[config.mk]
export PLATFORM = sky130hd
export DESIGN_NAME = ofifo_drain_ctrl
export DESIGN_NICKNAME = d
export VERILOG_FILES = /design/src/rtl/ofifo_drain_ctrl.sv
export SDC_FILE = /design/constraint.sdc
export NUM_CORES = 1
export LEC_CHECK = 0
export BUFFER_PORTS_ARGS = -buffer_cell sky130_fd_sc_hd__buf_4
export CAP_MARGIN = 20
export CORE_AREA = 10 10 133 165
export DETAILED_ROUTE_END_ITERATION = 16
export DIE_AREA = 0 0 143 175
export GPL_ROUTABILITY_DRIVEN = 0
export HOLD_SLACK_MARGIN = 0.02
export PLACE_DENSITY = 0.75
export SYNTH_ARGS = -nofsm -noshare
export SYNTH_HDL_FRONTEND = slang
export SYNTH_SLANG_ARGS = --single-unit
export TNS_END_PERCENT = 100
[constraint.sdc]
create_clock -name i_clk -period 3.9 [get_ports i_clk]
set_input_delay 0.39 -clock i_clk [delete_from_list [all_inputs] [get_ports i_clk]]
set_output_delay 0.39 -clock i_clk [all_outputs]
set_load 0.01 [all_outputs]
[src/rtl/ofifo_drain_ctrl.sv]
// ofifo_drain_ctrl: pops psum vectors from the ofifo and writes them to consecutive psum SRAM addresses.
// Define OFIFO_DRAIN_RELU_EN to clamp negative lanes to zero on the way to SRAM.
module ofifo_drain_ctrl #(
    parameter int col     = 8,
    parameter int psum_bw = 16,
    parameter int addr_w  = 11
) (
    input  logic                     i_clk,
    input  logic                     i_reset,
    input  logic                     i_start,
    input  logic [addr_w-1:0]        i_base_addr,
    input  logic [addr_w-1:0]        i_len,
    input  logic                     i_ofifo_valid,
    output logic                     o_ofifo_rd,
    input  logic [col*psum_bw-1:0]   i_ofifo_out,
    output logic                     o_pmem_cen,
    output logic                     o_pmem_wen,
    output logic [addr_w-1:0]        o_pmem_addr,
    output logic [col*psum_bw-1:0]   o_pmem_din,
    output logic                     o_busy,
    output logic                     o_done
);
    localparam int W = col * psum_bw;
    typedef enum logic [1:0] {S_IDLE, S_DRAIN, S_FLUSH, S_DONE} state_t;
    state_t            r_state;
    logic [addr_w-1:0] r_wr_ptr, r_len, r_issued, r_addr_hold;
    logic [W-1:0]      r_din_hold, w_din;
    logic              r_rd_d, w_rd;
    assign w_rd = (r_state == S_DRAIN) && i_ofifo_valid && (r_issued != r_len);
    for (genvar k = 0; k < col; k++) begin : g_lane
`ifdef OFIFO_DRAIN_RELU_EN
        assign w_din[k*psum_bw +: psum_bw] = i_ofifo_out[(k+1)*psum_bw-1] ? '0 : i_ofifo_out[k*psum_bw +: psum_bw];
`else
        assign w_din[k*psum_bw +: psum_bw] = i_ofifo_out[k*psum_bw +: psum_bw];
`endif
    end
    // address and data hold their last written value between writes
    always_ff @(posedge i_clk) begin
        if (i_reset) begin
            r_state     <= S_IDLE;
            r_wr_ptr    <= '0;
            r_len       <= '0;
            r_issued    <= '0;
            r_addr_hold <= '0;
            r_din_hold  <= '0;
            r_rd_d      <= 1'b0;
        end else begin
            r_rd_d <= w_rd;
            if (r_rd_d) begin
                r_wr_ptr    <= r_wr_ptr + 1'b1;
                r_addr_hold <= r_wr_ptr;
                r_din_hold  <= w_din;
            end
            if (w_rd) r_issued <= r_issued + 1'b1;
            case (r_state)
                S_IDLE: if (i_start) begin
                    r_wr_ptr <= i_base_addr;
                    r_len    <= i_len;
                    r_issued <= '0;
                    r_state  <= (i_len != '0) ? S_DRAIN : S_DONE;
                end
                S_DRAIN: if (w_rd && addr_w'(r_issued + 1'b1) == r_len) r_state <= S_FLUSH;
                S_FLUSH: r_state <= S_DONE;
                default: r_state <= S_IDLE;
            endcase
        end
    end
    assign o_ofifo_rd  = w_rd;
    assign o_pmem_cen  = ~r_rd_d;
    assign o_pmem_wen  = ~r_rd_d;
    assign o_pmem_addr = r_rd_d ? r_wr_ptr : r_addr_hold;
    assign o_pmem_din  = r_rd_d ? w_din : r_din_hold;
    assign o_busy      = (r_state == S_DRAIN) || (r_state == S_FLUSH);
    assign o_done      = (r_state == S_DONE);
endmodule

==> PnR_summary.wiki <==
{| class="wikitable"
! Metric !! Value
|-
| Maximum level of the CTS H-tree || 4
|-
| Area overhead of the layout relative to synthesis || 40.5%
|-
| Drt drc || 0
|-
| Sequential-to-total area share from yosys stat || a little under half
|-
| Most instantiated flip-flop cell in the synthesis netlist || sky130_fd_sc_hd__dfxtp_1
|-
| Setup TNS Final || 0 ns
|-
| First-pass iteration count of the detailed router || 4
|-
| Peak per-stage delay on the critical path || about 0.55 ns
|-
| Count of max-cap constraint violations || 0
|-
| Area inside the core boundary || about 19000 um^2
|-
| Routed len/inst || 17.5 um
|-
| Library cell used as clock root buffer || sky130_fd_sc_hd__clkbuf_16
|-
| Peak ir drop on the vdd network || around 0.00025 V
|-
| WP data arrival || approximately 2.4 ns
|-
| Hold Path Stages || 3
|-
| Via count of the routed design || a little under 6000
|-
| Fraction of post-synthesis cell area in the top cell type by area || between 40% and 50%
|-
| Combined area of all synthesized cells || about 7400 um^2
|-
| I/O pin total || a little under 300
|-
| Buffers from clock root to sink, at most || 2
|-
| Post-CTS Repair Setup Buffers || 0
|-
| Worst-path maximum fanout || 12
|-
| Minimum setup slack among reg-to-reg paths || 1.43 ns
|-
| Number of unique standard cell types used by synthesis || 42
|-
| Sort of element at the end of the critical path || output pin
|-
| Reg2reg path depth || 6
|-
| Final critical-path required period || between 2 and 3 ns
|-
| Global-route wire length before repair || around 33000 um
|-
| Buffers on Ports || 297
|-
| Worst min-delay path category || primary input to flop
|-
| Unrepaired setup endpoints after global routing || no
|-
| Worst rel slew slack || between 30% and 40%
|-
| Cell taking the most area after synthesis || sky130_fd_sc_hd__dfxtp_1
|-
| Endpoint of the lowest-slack register-to-register path || r_state[0]$_SDFFE_PP0P_
|-
| Met1 track utilization from global routing || between 10% and 20%
|-
| Synth area leaders || sky130_fd_sc_hd__dfxtp_1 48%, sky130_fd_sc_hd__mux2_2 21%, sky130_fd_sc_hd__nor2b_1 12%, sky130_fd_sc_hd__clkbuf_1 2.0%, sky130_fd_sc_hd__nand2_1 2.0%
|-
| Startpoint Class || flop
|-
| Yosys reg bits || roughly 180
|-
| Yosys warning count || 0
|-
| Crit path from || r_issued[6]$_SDFF_PP0_
|-
| GR Overflow Total || 0
|-
| Top-count cell post-synth || sky130_fd_sc_hd__dfxtp_1
|-
| Global route hottest layer || met2
|-
| Dpl hpwl || between 15000 and 20000 um
|-
| Number of design-rule violations left by the first detailed-router iteration || about 180
|-
| Clock tree from TritonCTS || built
|-
| Number of slew-limit violations in the final report || 0
|-
| Highest clock frequency the design can meet || 0.357 GHz
|-
| Wirelength, routed || approximately 21000 um
|-
| Clk Latency, worst-skew pair || between 0.4 and 0.5 ns
|-
| Row count || 56
|-
| Top cells by instance count after synthesis || 175 x sky130_fd_sc_hd__dfxtp_1, 141 x sky130_fd_sc_hd__nor2b_1, 139 x sky130_fd_sc_hd__mux2_2
|-
| Clock Sink Count || about 180
|-
| Layout cells sized above 1 || between 40 and 50%
|-
| Gates resized, CTS repair || 0
|-
| Setup Viol. Count Final || 0
|-
| Number of enable-type register cells in the synthesized netlist || 0
|-
| Area used by multi-input combinational logic || 3670 um^2
|-
| Status || completed
|-
| Floorplan die height || 175 um
|-
| Die Footprint || ~25000 um^2
|-
| Width of the die || 143 um
|-
| Final worst-path cycle share || 71.9%
|-
| Layout Skew || 0.0124 ns
|-
| Worst EP required || between 3 and 4 ns
|-
| End point of the critical path || o_ofifo_rd
|-
| Ant diodes || 0
|-
| Register area || 3510 um^2
|-
| Fill cell instance count of the final layout || ~1700
|-
| Fin util || between 50% and 60%
|-
| Placed cell count || ~1200
|-
| Static Leakage || approximately 4.7 nW
|-
| Final net count || 1143
|-
| Number of antenna violations at the first check in global routing || 0
|-
| Post-route cell area || 10400 um^2
|-
| Share of async-settable or async-resettable flops after synthesis || 0%
|-
| Syn nets || 865
|-
| Series of cell instances along the critical path || xor2_1 -> or4_4 -> o31ai_4 -> inv_2 -> buf_4
|-
| Num CTS Buffers || 17
|-
| Overall track demand over capacity in global routing || roughly 17%
|-
| Worst-margin pin slew || between 0.9 and 1 ns
|-
| Total power divided by cell area || slightly below 500 nW/um^2
|-
| Grt met2 use || approximately 30%
|-
| Clk slew on worst S/H paths || 0.07 ns
|-
| Average cell area after synthesis || ~10 um^2
|-
| Pin count of the biggest net entering global routing || roughly 90
|-
| Non-Filler Instances || around 1200
|-
| Critical setup path kind || flop to output pin
|-
| Area after DPL || approximately 9800 um^2
|-
| Detailed-route vias per instance || 4.84
|-
| Routing usage on met3 || approximately 6.5%
|-
| Count of hold-fix buffers inserted at cts || 0
|-
| Number of global-route vias before repair || roughly 6000
|-
| ANT nets after route || 0
|-
| Starting density of the core || between 30 and 40%
|-
| Count of final hold-check violations || 0
|-
| Gate count of the mapped netlist || about 710
|-
| Origin of the critical flop-to-flop path || r_issued[6]$_SDFF_PP0_
|-
| Slowest cell on crit path || sky130_fd_sc_hd__or4_4
|}
## layout make-up
cell class,instances,share of cell area (%)
Inverter,5,0.181
Clock buffer,19,4.38
Timing Repair Buffer,304,22.2
Multi-Input combinational cell,480,35.4
Clock inverter,13,1.16
Sequential cell,175,33.9
Tap cell,232,2.80
## kinds of logic after synthesis
logic type,after synthesis,synth area share [%]
muxes,142,21.7
xor gates and xnor gates,28,3.33
adders and majority gates,6,1.02
and+or+nand+nor,258,19.7
AOI/OAI and AO/OA,46,4.09
buffers and inverters,50,2.65
DFF,175,47.6
## worst min path at each step
stage | to | from | slack, ns
6_report | r_len[7]$_SDFFE_PP0P_ | i_len[7] | 0.23
5_1_grt | r_len[0]$_SDFFE_PP0P_ | i_len[0] | 0.22
4_1_cts | r_len[7]$_SDFFE_PP0P_ | i_len[7] | 0.21
3_5_place_dp | r_len[4]$_SDFFE_PP0P_ | r_len[4]$_SDFFE_PP0P_ | 0.47
3_3_place_gp | r_len[4]$_SDFFE_PP0P_ | r_len[4]$_SDFFE_PP0P_ | 0.46
2_1_floorplan | r_len[5]$_SDFFE_PP0P_ | r_len[5]$_SDFFE_PP0P_ | 0.45
## where the power goes
group          switching (mW)  leakage [nW]  internal (mW)
Combinational           0.586          2.99          0.689
Sequential             0.0936          1.42           1.94
Clock                   0.783         0.275          0.878
## metal layers
layer  vias up  part of all wire [%]
li1       2931                     -
met3        32                   8.6
met4         0                   2.6
met1      2780                    36
met2       195                    53
met5         -                     0
## through the flow
step / total power, mW / worst slack, ns / hold WS, ns
final: 4.97 / 1.10 / 0.228
after global routing: 5.23 / 0.962 / 0.217
after CTS: 5.05 / 1.10 / 0.206
after detailed placement: 3.36 / 1.43 / 0.469
after global placement: 3.35 / 1.47 / 0.463
after floorplan: 2.79 / 1.81 / 0.448
## registers in the layout, indices dropped and copies added, names as in the netlist
signal	cells
r_addr_hold	11
r_wr_ptr	11
r_din_hold	128
r_len	11
r_rd_d	1
r_issued	11
r_state	2
## critical path, delay by kind of cell, from the launching register on
kind	cells	cell delay, ns
AND/OR/NAND/NOR	1	0.55
AO/OA/AOI/OAI	1	0.51
flip-flops	1	0.43
buffers and inverters	2	0.36
XOR/XNOR	1	0.15
## cells in the final DEF (no fill, tap or decap), types with 2 or more instances in the layout
cell type                      n
sky130_fd_sc_hd__buf_4       303
sky130_fd_sc_hd__dfxtp_1     174
sky130_fd_sc_hd__nor2b_1     141
sky130_fd_sc_hd__mux2_2      139
sky130_fd_sc_hd__nand2_1      39
sky130_fd_sc_hd__nor2_1       28
sky130_fd_sc_hd__a21oi_1      17
sky130_fd_sc_hd__clkbuf_16    17
sky130_fd_sc_hd__xor2_1       14
sky130_fd_sc_hd__xnor2_1      14
sky130_fd_sc_hd__o21ai_0       9
sky130_fd_sc_hd__a211oi_1      8
sky130_fd_sc_hd__or3_1         7
sky130_fd_sc_hd__and2_1        6
sky130_fd_sc_hd__nand4_1       6
sky130_fd_sc_hd__nor3_1        6
sky130_fd_sc_hd__nand3_1       6
sky130_fd_sc_hd__and3_1        6
sky130_fd_sc_hd__ha_1          6
sky130_fd_sc_hd__nor4_1        5
sky130_fd_sc_hd__inv_1         4
sky130_fd_sc_hd__inv_6         4
sky130_fd_sc_hd__inv_8         4
sky130_fd_sc_hd__a311oi_1      3
sky130_fd_sc_hd__clkinvlp_4    3
sky130_fd_sc_hd__o211ai_1      2
sky130_fd_sc_hd__a31oi_1       2
sky130_fd_sc_hd__mux2_1        2
sky130_fd_sc_hd__clkinv_4      2
sky130_fd_sc_hd__clkbuf_8      2
Note: power is estimated with default switching activity, not from simulation.
